<file path="src/rtl/fetch_pkg.sv">
// Shared defaults for the instruction-fetch slice: bus widths, reset PC and
// the fixed instruction size used to step the fetch address.
package fetch_pkg;
  localparam int          ADDR_WIDTH   = 32;
  localparam int          INST_WIDTH   = 32;
  localparam logic [31:0] PC_RESET     = 32'h0000_0000;
  localparam int          IF_PKT_WIDTH = ADDR_WIDTH + INST_WIDTH;
  localparam int          INST_BYTES   = 4;
endpackage

</file>
<file path="src/rtl/fetch_prefetch_if.sv">
// Fetch-stage bus: I-memory request/response, redirect, and the Decode packet
// port. master is the fetch stage, slave is the surrounding pipeline/memory.
interface fetch_prefetch_if #(
  parameter int ADDR_WIDTH = fetch_pkg::ADDR_WIDTH,
  parameter int INST_WIDTH = fetch_pkg::INST_WIDTH
);
  logic [ADDR_WIDTH-1:0]            o_iaddr;
  logic                             o_iaddr_vld;
  logic                             i_iaddr_rdy;
  logic [INST_WIDTH-1:0]            i_inst;
  logic                             i_inst_vld;
  logic                             i_redir;
  logic [ADDR_WIDTH-1:0]            i_redir_pc;
  logic                             i_stall;
  logic                             o_if_pkt_vld;
  logic [ADDR_WIDTH+INST_WIDTH-1:0] o_if_pkt_data;

  modport master (
    output o_iaddr, o_iaddr_vld, o_if_pkt_vld, o_if_pkt_data,
    input  i_iaddr_rdy, i_inst, i_inst_vld, i_redir, i_redir_pc, i_stall
  );

  modport slave (
    input  o_iaddr, o_iaddr_vld, o_if_pkt_vld, o_if_pkt_data,
    output i_iaddr_rdy, i_inst, i_inst_vld, i_redir, i_redir_pc, i_stall
  );
endinterface

</file>
<file path="src/rtl/fetch_fifo.sv">
// Registered in-order FIFO with synchronous flush; storage is cleared on reset
// so the head reads zero until the first push.
module fetch_fifo #(
  parameter int WIDTH = 64,
  parameter int DEPTH = 4
) (
  input  logic                     clk,
  input  logic                     rst_n,
  input  logic                     flush,
  input  logic                     push,
  input  logic [WIDTH-1:0]         push_data,
  input  logic                     pop,
  output logic [WIDTH-1:0]         head,
  output logic                     empty,
  output logic                     full,
  output logic [$clog2(DEPTH):0]   count
);
  localparam int PTR_W = $clog2(DEPTH);
  localparam int CNT_W = PTR_W + 1;

  logic [PTR_W-1:0] wr_ptr_q, wr_ptr_d;
  logic [PTR_W-1:0] rd_ptr_q, rd_ptr_d;
  logic [CNT_W-1:0] count_q, count_d;
  logic [WIDTH-1:0] mem_q [DEPTH];
  logic             do_push, do_pop;

  assign do_push = push && !full;
  assign do_pop  = pop && !empty;

  always_comb begin
    wr_ptr_d = wr_ptr_q;
    rd_ptr_d = rd_ptr_q;
    count_d  = count_q;
    if (flush) begin
      wr_ptr_d = '0;
      rd_ptr_d = '0;
      count_d  = '0;
    end else begin
      if (do_push) wr_ptr_d = wr_ptr_q + PTR_W'(1);
      if (do_pop)  rd_ptr_d = rd_ptr_q + PTR_W'(1);
      if (do_push && !do_pop)      count_d = count_q + CNT_W'(1);
      else if (do_pop && !do_push) count_d = count_q - CNT_W'(1);
    end
  end

  always_ff @(posedge clk or negedge rst_n) begin
    if (!rst_n) begin
      wr_ptr_q <= '0;
      rd_ptr_q <= '0;
      count_q  <= '0;
      for (int i = 0; i < DEPTH; i++) mem_q[i] <= '0;
    end else begin
      wr_ptr_q <= wr_ptr_d;
      rd_ptr_q <= rd_ptr_d;
      count_q  <= count_d;
      if (do_push && !flush) mem_q[wr_ptr_q] <= push_data;
    end
  end

  assign head  = mem_q[rd_ptr_q];
  assign empty = (count_q == '0);
  assign full  = (count_q == CNT_W'(DEPTH));
  assign count = count_q;
endmodule

</file>
<file path="src/rtl/fetch_prefetch.sv">
// Instruction-fetch stage: issues sequential fetches under a credit limit,
// queues returned {pc, inst} packets and discards responses made stale by a redirect.
module fetch_prefetch #(
  parameter int                    ADDR_WIDTH      = fetch_pkg::ADDR_WIDTH,
  parameter int                    INST_WIDTH      = fetch_pkg::INST_WIDTH,
  parameter logic [ADDR_WIDTH-1:0] PC_RESET        = ADDR_WIDTH'(fetch_pkg::PC_RESET),
  parameter int                    FIFO_DEPTH      = 4,
  parameter int                    MAX_OUTSTANDING = 2
) (
  input  logic              clk,
  input  logic              rst_n,
  fetch_prefetch_if.master  bus
);
  localparam int OUT_W  = $clog2(MAX_OUTSTANDING + 1);
  localparam int FCNT_W = $clog2(FIFO_DEPTH) + 1;
  localparam int PKT_W  = ADDR_WIDTH + INST_WIDTH;
  localparam logic [ADDR_WIDTH-1:0] PC_STEP = ADDR_WIDTH'(fetch_pkg::INST_BYTES);

  logic [ADDR_WIDTH-1:0] fetch_pc_q, fetch_pc_d;
  logic [ADDR_WIDTH-1:0] resp_pc_q, resp_pc_d;
  logic [OUT_W-1:0]      outstanding_q, outstanding_d;
  logic [OUT_W-1:0]      drop_cnt_q, drop_cnt_d;

  logic [FCNT_W-1:0]     fifo_count;
  logic                  fifo_empty, fifo_full;
  logic [PKT_W-1:0]      fifo_head;
  logic [ADDR_WIDTH-1:0] redir_tgt;
  logic [31:0]           out_ext, used_ext;
  logic                  issue_vld, issue_fire, resp_take, resp_push, pkt_pop;

  // Credits cover both in-flight requests and queued packets, so a push can never overflow.
  assign out_ext    = 32'(outstanding_q);
  assign used_ext   = out_ext + 32'(fifo_count);
  assign issue_vld  = rst_n && (out_ext < 32'(MAX_OUTSTANDING)) &&
                      (used_ext < 32'(FIFO_DEPTH)) && !bus.i_redir;
  assign issue_fire = issue_vld && bus.i_iaddr_rdy;

  assign resp_take  = bus.i_inst_vld && (outstanding_q != '0);
  assign resp_push  = resp_take && (drop_cnt_q == '0) && !bus.i_redir && !fifo_full;
  assign pkt_pop    = !fifo_empty && !bus.i_stall && !bus.i_redir;
  assign redir_tgt  = bus.i_redir_pc & ~ADDR_WIDTH'(3);

  always_comb begin
    fetch_pc_d    = fetch_pc_q;
    resp_pc_d     = resp_pc_q;
    outstanding_d = outstanding_q;
    drop_cnt_d    = drop_cnt_q;
    if (issue_fire) begin
      fetch_pc_d    = fetch_pc_q + PC_STEP;
      outstanding_d = outstanding_d + OUT_W'(1);
    end
    if (resp_take) begin
      outstanding_d = outstanding_d - OUT_W'(1);
      if (drop_cnt_q != '0) drop_cnt_d = drop_cnt_q - OUT_W'(1);
      else if (resp_push)   resp_pc_d  = resp_pc_q + PC_STEP;
    end
    // Everything still in flight after this cycle's response belongs to the old path.
    if (bus.i_redir) begin
      fetch_pc_d = redir_tgt;
      resp_pc_d  = redir_tgt;
      drop_cnt_d = outstanding_d;
    end
  end

  always_ff @(posedge clk or negedge rst_n) begin
    if (!rst_n) begin
      fetch_pc_q    <= PC_RESET;
      resp_pc_q     <= PC_RESET;
      outstanding_q <= '0;
      drop_cnt_q    <= '0;
    end else begin
      fetch_pc_q    <= fetch_pc_d;
      resp_pc_q     <= resp_pc_d;
      outstanding_q <= outstanding_d;
      drop_cnt_q    <= drop_cnt_d;
    end
  end

  fetch_fifo #(
    .WIDTH (PKT_W),
    .DEPTH (FIFO_DEPTH)
  ) u_fifo (
    .clk       (clk),
    .rst_n     (rst_n),
    .flush     (bus.i_redir),
    .push      (resp_push),
    .push_data ({resp_pc_q, bus.i_inst}),
    .pop       (pkt_pop),
    .head      (fifo_head),
    .empty     (fifo_empty),
    .full      (fifo_full),
    .count     (fifo_count)
  );

  assign bus.o_iaddr       = fetch_pc_q;
  assign bus.o_iaddr_vld   = issue_vld;
  assign bus.o_if_pkt_vld  = !fifo_empty;
  assign bus.o_if_pkt_data = fifo_head;
endmodule

</file>
<file path="src/flat_wrapper.sv">
// flat-port wrapper written by rule: the top's interface ports become plain ports
module fetch_prefetch_flat 
#(
  parameter int                    ADDR_WIDTH      = fetch_pkg::ADDR_WIDTH,
  parameter int                    INST_WIDTH      = fetch_pkg::INST_WIDTH,
  parameter logic [ADDR_WIDTH-1:0] PC_RESET        = ADDR_WIDTH'(fetch_pkg::PC_RESET),
  parameter int                    FIFO_DEPTH      = 4,
  parameter int                    MAX_OUTSTANDING = 2
)
  (clk, rst_n, bus_o_iaddr, bus_o_iaddr_vld, bus_o_if_pkt_vld, bus_o_if_pkt_data, bus_i_iaddr_rdy, bus_i_inst, bus_i_inst_vld, bus_i_redir, bus_i_redir_pc, bus_i_stall);
  fetch_prefetch_if #(.ADDR_WIDTH(ADDR_WIDTH), .INST_WIDTH(INST_WIDTH)) bus_i ();
  input  logic clk;
  input  logic rst_n;
  output wire logic [$bits(bus_i.o_iaddr)-1:0] bus_o_iaddr;
  output wire logic [$bits(bus_i.o_iaddr_vld)-1:0] bus_o_iaddr_vld;
  output wire logic [$bits(bus_i.o_if_pkt_vld)-1:0] bus_o_if_pkt_vld;
  output wire logic [$bits(bus_i.o_if_pkt_data)-1:0] bus_o_if_pkt_data;
  input wire logic [$bits(bus_i.i_iaddr_rdy)-1:0] bus_i_iaddr_rdy;
  input wire logic [$bits(bus_i.i_inst)-1:0] bus_i_inst;
  input wire logic [$bits(bus_i.i_inst_vld)-1:0] bus_i_inst_vld;
  input wire logic [$bits(bus_i.i_redir)-1:0] bus_i_redir;
  input wire logic [$bits(bus_i.i_redir_pc)-1:0] bus_i_redir_pc;
  input wire logic [$bits(bus_i.i_stall)-1:0] bus_i_stall;
  assign bus_o_iaddr = bus_i.o_iaddr;
  assign bus_o_iaddr_vld = bus_i.o_iaddr_vld;
  assign bus_o_if_pkt_vld = bus_i.o_if_pkt_vld;
  assign bus_o_if_pkt_data = bus_i.o_if_pkt_data;
  assign bus_i.i_iaddr_rdy = bus_i_iaddr_rdy;
  assign bus_i.i_inst = bus_i_inst;
  assign bus_i.i_inst_vld = bus_i_inst_vld;
  assign bus_i.i_redir = bus_i_redir;
  assign bus_i.i_redir_pc = bus_i_redir_pc;
  assign bus_i.i_stall = bus_i_stall;
  fetch_prefetch #(.ADDR_WIDTH(ADDR_WIDTH), .INST_WIDTH(INST_WIDTH), .PC_RESET(PC_RESET), .FIFO_DEPTH(FIFO_DEPTH), .MAX_OUTSTANDING(MAX_OUTSTANDING)) u_core (.clk(clk), .rst_n(rst_n), .bus(bus_i));
endmodule
</file>
<file path="config.mk">
export PLATFORM = sky130hd
export DESIGN_NAME = fetch_prefetch_flat
export DESIGN_NICKNAME = d
export VERILOG_FILES = /design/src/rtl/fetch_pkg.sv /design/src/rtl/fetch_prefetch_if.sv /design/src/rtl/fetch_fifo.sv /design/src/rtl/fetch_prefetch.sv /design/src/flat_wrapper.sv
export SDC_FILE = /design/constraint.sdc
export NUM_CORES = 1
export LEC_CHECK = 0
export CAP_MARGIN = 20
export CORE_MARGIN = 8
export CORE_UTILIZATION = 26
export CTS_BUF_LIST = sky130_fd_sc_hd__clkbuf_16
export CTS_CLUSTER_SIZE = 24
export DETAILED_ROUTE_END_ITERATION = 10
export DONT_BUFFER_PORTS = 1
export GPL_TIMING_DRIVEN = 0
export SLEW_MARGIN = 10
export SYNTH_ARGS = -nofsm -noshare
export SYNTH_HDL_FRONTEND = slang
export SYNTH_HIERARCHICAL = 1
export SYNTH_SLANG_ARGS = --single-unit
</file>
<file path="constraint.sdc">
create_clock -name clk -period 3.5 [get_ports clk]
set_input_delay 0.875 -clock clk [delete_from_list [all_inputs] [get_ports clk]]
set_output_delay 0.875 -clock clk [all_outputs]
set_load 0.01 [all_outputs]
</file>
---- After elaboration in Yosys (flattened, before gate mapping) ----
Cells that the tools add are included.
operators by class
  eq/ne operators ......................... 2
  reductions and logical operators ........ 35
  mux-type cells .......................... 24
  order comparisons ....................... 5
  add/sub/neg operators ................... 10
  bitwise logic cells ..................... 2
operators with widths
  operator                                                                       number
  256-bit bitwise mux                                                            1
  32-bit two-way mux                                                             6
  64-bit two-way mux                                                             3
  64-bit binary-select mux with 2-bit select                                     1
  64-bit demux with 2-bit select                                                 1
  32-bit by 3-bit adder with 32-bit output, second input constant                2
  32-bit by 3-bit less-than comparator with 1-bit output, second input constant  1
  2-bit two-way mux                                                              9
  1-bit logical AND                                                              16
  2-bit nonzero test                                                             8
  3-bit two-way mux                                                              3
  2-bit by 1-bit adder with 2-bit output, second input constant                  3
  3-bit greater-or-equal comparator, second input constant                       2
  1-bit logical NOT                                                              6
  2-bit NOT with 3-bit output                                                    2
  2-bit by 3-bit adder with 4-bit output                                         1
  2-bit by 1-bit subtractor with 2-bit output, second input constant             2
  3-bit by 1-bit adder with 3-bit output, second input constant                  1
  3-bit == test, second input constant                                           1
  3-bit logical NOT                                                              1
  3-bit by 1-bit less-than comparator with 1-bit output, second input constant   1
  3-bit AND reduction                                                            1
  3-bit nonzero test                                                             1
  3-bit by 1-bit subtractor with 3-bit output, second input constant             1
  other kinds (4)                                                                4
storage, ports and cells
  bits in registers ....................... 331
  input bits .............................. 70
  word-level logic and storage cells ...... 89

---- Depth between registers and ports, before layout ----
  word-level depth ........................ 11
  gate-level depth with buffers ........... 11

---- Cells and area by module ----
Netlist, hierarchy kept.
modules (own cells, without submodules)
  module          seq. area each (µm²)  area each (µm²)  cells each  instances
  fetch_fifo      6,581.3               12,737.2         666         1
  fetch_prefetch  1,601.5               3,764.9          421         1

---- Worst setup path after synthesis ----
Ideal clock, no wire load.
  kind .................................... input -> register
  start ................................... input port bus_i_redir
  end ..................................... register u_core.u_fifo.count_q[2] (netlist: u_core/u_fifo/count[2])
  cell stages on the path ................. 10
  library setup time ...................... 0.078 ns
  setup slack ............................. 0.520 ns
  data required time ...................... 3.422 ns
  path buffers ............................ 3
  arrival time ............................ 2.902 ns
  path through ............................ buf_2 buf_1 clkbuf_1 nor3_1 o31ai_1 ha_1 fa_1 xnor2_1 or3_1 a21oi_1
on the way
  cells in the longest elaborated chain, start to end .. 7
  elaborated cells on any way between the ends .. 13
ends and longest elaborated chain
  element                line                  source
  from (decl)            flat_wrapper.sv:21    input wire logic [$bits(bus_i.i_redir)-1:0] bus_i_redir;
  1-bit logical NOT (*)  fetch_prefetch.sv:40  assign pkt_pop = !fifo_empty && !bus.i_stall && !bus.i_redir;
  1-bit logical AND (*)  fetch_prefetch.sv:40
  net u_core.pkt_pop     fetch_prefetch.sv:29  logic issue_vld, issue_fire, resp_take, resp_push, pkt_pop;
  1-bit logical AND (*)  fetch_fifo.sv:28      assign do_pop = pop && !empty;
  1-bit logical NOT      fetch_fifo.sv:41      if (do_push && !do_pop) count_d = count_q + CNT_W'(1);
  1-bit logical AND      fetch_fifo.sv:41
  3-bit two-way mux      fetch_fifo.sv:41
  3-bit two-way mux      fetch_fifo.sv:34      if (flush) begin
  to (signal assigned)   fetch_fifo.sv:55      count_q <= count_d;
  to (decl)              fetch_fifo.sv:23      logic [CNT_W-1:0] count_q, count_d;
Mark *: on every way through the listed nets, which the timed path passes. The rest lies on a longest branch.
A chain may end at the register's enable or synchronous reset.

---- Final worst setup path ----
  start ................................... register u_core.u_fifo.rd_ptr_q[1]
  end ..................................... output port bus_o_if_pkt_data[53]
on the way
  cells in the longest elaborated chain, start to end .. 4
ends and longest elaborated chain
  element                                                 line                source
  from (decl)                                             fetch_fifo.sv:22    logic [PTR_W-1:0] rd_ptr_q, rd_ptr_d;
  from (signal assigned)                                  fetch_fifo.sv:54    rd_ptr_q <= rd_ptr_d;
  2-bit NOT with 3-bit output (implied by the code)       fetch_fifo.sv:60    assign head = mem_q[rd_ptr_q];
  64-bit binary-select mux with 2-bit select              fetch_fifo.sv:60
  64-bit two-way mux (implied by the code) (2 in series)  fetch_fifo.sv:60
  to (decl)                                               flat_wrapper.sv:17  output wire logic [$bits(bus_i.o_if_pkt_data)-1:0] bus_o_if_pkt_data;
No other way between the ends. The select of a mux whose other input is x is not followed.

==> flow_metrics.tcl <==
set metrics [dict create \
    critPathLaunch "u_core/u_fifo/rd_ptr_q[1]" \
    stdcell_count 2010 \
    placed_cells 1942 \
    synth.yosys.seq_area_share_pct 49.59 \
    rsz0062_at_grt "no" \
    synth-async-reset-ratio_pct 100.0 \
    required_ps 2620 \
    grt_pass1_wl_um 65260 \
    viasPerCell 4.676 \
    grt_antenna_before_repair 0 \
    path_clk_slew_ps 60 \
    core.rowCount 92 \
    regArea_sq_mm 0.008183 \
    start_kind "flip-flop" \
    ios 168 \
    cp.arrival_ps 2440 \
    total_power_mw 10.86 \
    maxCapViolCount 0 \
    gp_congestion 0.8470 \
    final_area_sq_mm 0.01884 \
    p_leak_nw 8.060 \
    drive_gt1_share_pct 36.60 \
    end_kind "output pin" \
    fmax_mhz 301.2 \
    grt_max_degree 308 \
    dp_hpwl_um 29310 \
    numPortBuffers 0 \
    hold_class "in2async" \
    ys.flop_type "dfrtp_1" \
    fillCellCount 6286 \
    htree_levels 2 \
    ys_ff_latch 327 \
    tightest_slew_ps 1006 \
    dp_slack_ps -71.07 \
    grt_pass1_vias 10020 \
    gr-total-overflow 0 \
    diodes 0 \
    drtIter0Drc 659 \
    track_usage_pct 11.74 \
    vias 9399 \
    maxSlewViolCount 0 \
    cts_buffer_depth 3 \
    route.detailed.drc 0 \
    syn_to_final_growth_pct 14.17 \
    fin_nets 1219 \
    drt-pass1-iter-count 5 \
    die_h_um 267.9 \
    slew_headroom_pct 32.95 \
    reg2reg_from "u_core/u_fifo/count[2]" \
    finalWirelength_um 42540 \
    power.density_mw_per_mm2 576.2 \
    syn_avg_cell_area_sq_um 15.18 \
    cts_sinks 327 \
    ant_nets 0 \
    die_area_sq_mm 0.07179 \
    hold_viol 0 \
    cts_root_buf "clkbuf_16" \
    finalCritPeriodShare_pct 94.85 \
    clk_latency_ps 570 \
    core_area_sq_mm 0.06297 \
    fin_skew_ps 28.81 \
    cts_buffers 38 \
    dpl_cell_area_sq_mm 0.01759 \
    crit_type "reg2out" \
    multi_input_area_sq_mm 0.007589 \
    syn_inst 1087 \
    ys_types 59 \
    ir_drop_mv 0.3187 \
    worstPathMaxFanout 10 \
    finalSetupViolations 0 \
    die_x_um 267.9 \
    synth_warnings 6 \
    status "complete, no violations" \
    wl_per_cell_um 21.16 \
    cts_tree "built" \
    start_util_pct 26.21 \
    period_needed_ps 3320 \
    postLayoutSetupSlackWorst_ps 180.4 \
    setup_tns_ps 0 \
    synthesis.area_sq_mm 0.01650 \
    synth-edff-count 0 \
]
[critical path, stage by stage (launching register included)]
cell and delay [ps]:
dfrtp_1 330, clkbuf_2 380, clkbuf_1 660, mux4_2 510
[path summary, 6_finish.rpt]
kind | endpoint | slack, ps | cells after the start
worst max-delay path | bus_o_if_pkt_data[53] | 180 | 3
worst min-delay path | u_core/u_fifo/mem_q[134] | 50 | 0
worst max register to register | u_core/u_fifo/count[2] | 390 | 11
worst min register to register | u_core/u_fifo/mem_q[212] | 480 | 1
max in group asynchronous | u_core/u_fifo/mem_q[154] | 2720 | 0
min in group clk | u_core/bus.o_iaddr[23] | 440 | 2
[synth_stat cells (all sizes together), types with 2 or more instances]
| master | number | area share, % |
|---|---|---|
| dfrtp | 327 | 50 |
| mux4 | 64 | 8.7 |
| nand4 | 25 | 1.0 |
| or4 | 3 | 0.14 |
| nand2 | 64 | 1.5 |
| o21ai | 26 | 0.79 |
| o311ai | 7 | 0.37 |
| and2 | 4 | 0.15 |
| nor4 | 8 | 0.61 |
| a21oi | 18 | 0.55 |
| o31ai | 2 | 0.091 |
| xor2 | 20 | 1.1 |
| or3 | 7 | 0.30 |
| a311oi | 2 | 0.11 |
| xnor2 | 16 | 0.85 |
| inv | 15 | 0.34 |
| a31oi | 2 | 0.076 |
| nor2b | 3 | 0.11 |
| and3 | 11 | 0.55 |
| nor3 | 18 | 0.58 |
| a21boi | 3 | 0.14 |
| nor2 | 33 | 0.75 |
| o211ai | 17 | 0.77 |
| ha | 10 | 0.76 |
| clkbuf | 19 | 0.43 |
| mux2 | 263 | 23 |
| nand2b | 4 | 0.15 |
| mux2i | 4 | 0.24 |
| buf | 42 | 3.8 |
| nand3 | 32 | 1.0 |
| and4 | 5 | 0.27 |
[flip-flops by register name, indices dropped and copies added, names as in the netlist]
register / cells
u_core/u_fifo/mem_q: 256
u_core/bus.o_iaddr: 30
u_core/resp_pc_q: 30
u_core/u_fifo/count: 3
u_core/drop_cnt_q: 2
u_core/outstanding_q: 2
u_core/u_fifo/rd_ptr_q: 2
u_core/u_fifo/wr_ptr_q: 2
[cell type report]
class,count,share of cell area [%]
clock inverters,28,1.375
clock buffers,38,5.047
inverters,16,0.3188
plain buffers,61,3.746
multi-input cells,692,40.28
flip-flops and latches,327,43.43
well taps,846,5.618
repair buffers,2,0.1859
[routing by layer]
| metal | global-route usage, % | share of wire, % | up-vias |
|---|---|---|---|
| li1 | - | - | 4100 |
| met1 | 15.71 | 45 | 4998 |
| met2 | 18.28 | 46 | 253 |
| met3 | 3.641 | 7.4 | 48 |
| met4 | 3.173 | 2.0 | 0 |
| met5 | 0 | 0 | - |
[cell usage in the layout, fill, tap and decap left out, types with 6 or more instances in the layout]
cell type  Yosys  final
mux4_2        64     64
xnor2_1       16     16
inv_1         15     21
o311ai_0       7      7
o211ai_1      17     17
and3_1         6      6
buf_2          7      7
mux2_1        16     16
ha_1          10     10
clkbuf_1      19     18
clkbuf_16      0     38
a21oi_1       18     18
nor3_1        17     17
nand3_1       31     31
conb_1         1     10
o21ai_0       26     26
buf_12        28     29
xor2_1        20     20
clkinv_2       0      7
nor2_1        33     33
mux2_4       240    240
nand2_1       64     64
dfrtp_1      327    327
nand4_1       24     24
mux2_2         7      7
[where the power goes]
group	internal (mW)	switching (mW)	total (mW)
Combinational	1.17	0.991	2.16
Clock	2.22	1.64	3.86
Sequential	4.34	0.489	4.83
Total	7.74	3.12	10.9
[cell families (layout without fill, tap and decap cells)]
group                    count (synthesis)  in the layout  synth area share [%]
adder cells (fa/ha/maj)                 11             11                0.8795
buffers and inverters                   77            145                 4.633
other                                    1             10               0.02272
multiplexers                           331            331                 32.38
XOR/XNOR                                36             36                 1.911
AO/OA/AOI/OAI                           82             82                 3.169
AND/OR/NAND/NOR                        222            222                 7.415
flip-flops                             327            327                 49.59
[metrics by stage]
stage	utilization [%]	hold slack (ps)
3_5_place_dp	27.94	470.7
3_3_place_gp	27.94	462.1
6_report	29.92	49.16
5_1_grt	29.92	7.430
2_1_floorplan	-	452.4
4_1_cts	29.90	4.335
[repair_timing]
action                                  in CTS  in global routing
gates resized for setup                      1                  0
endpoints found under the setup margin      50                  0
endpoints found under the hold margin       24                  0
hold buffers                                 1                  0
setup buffers                                0                  0
No activity file was read; power rests on OpenSTA's default activity.
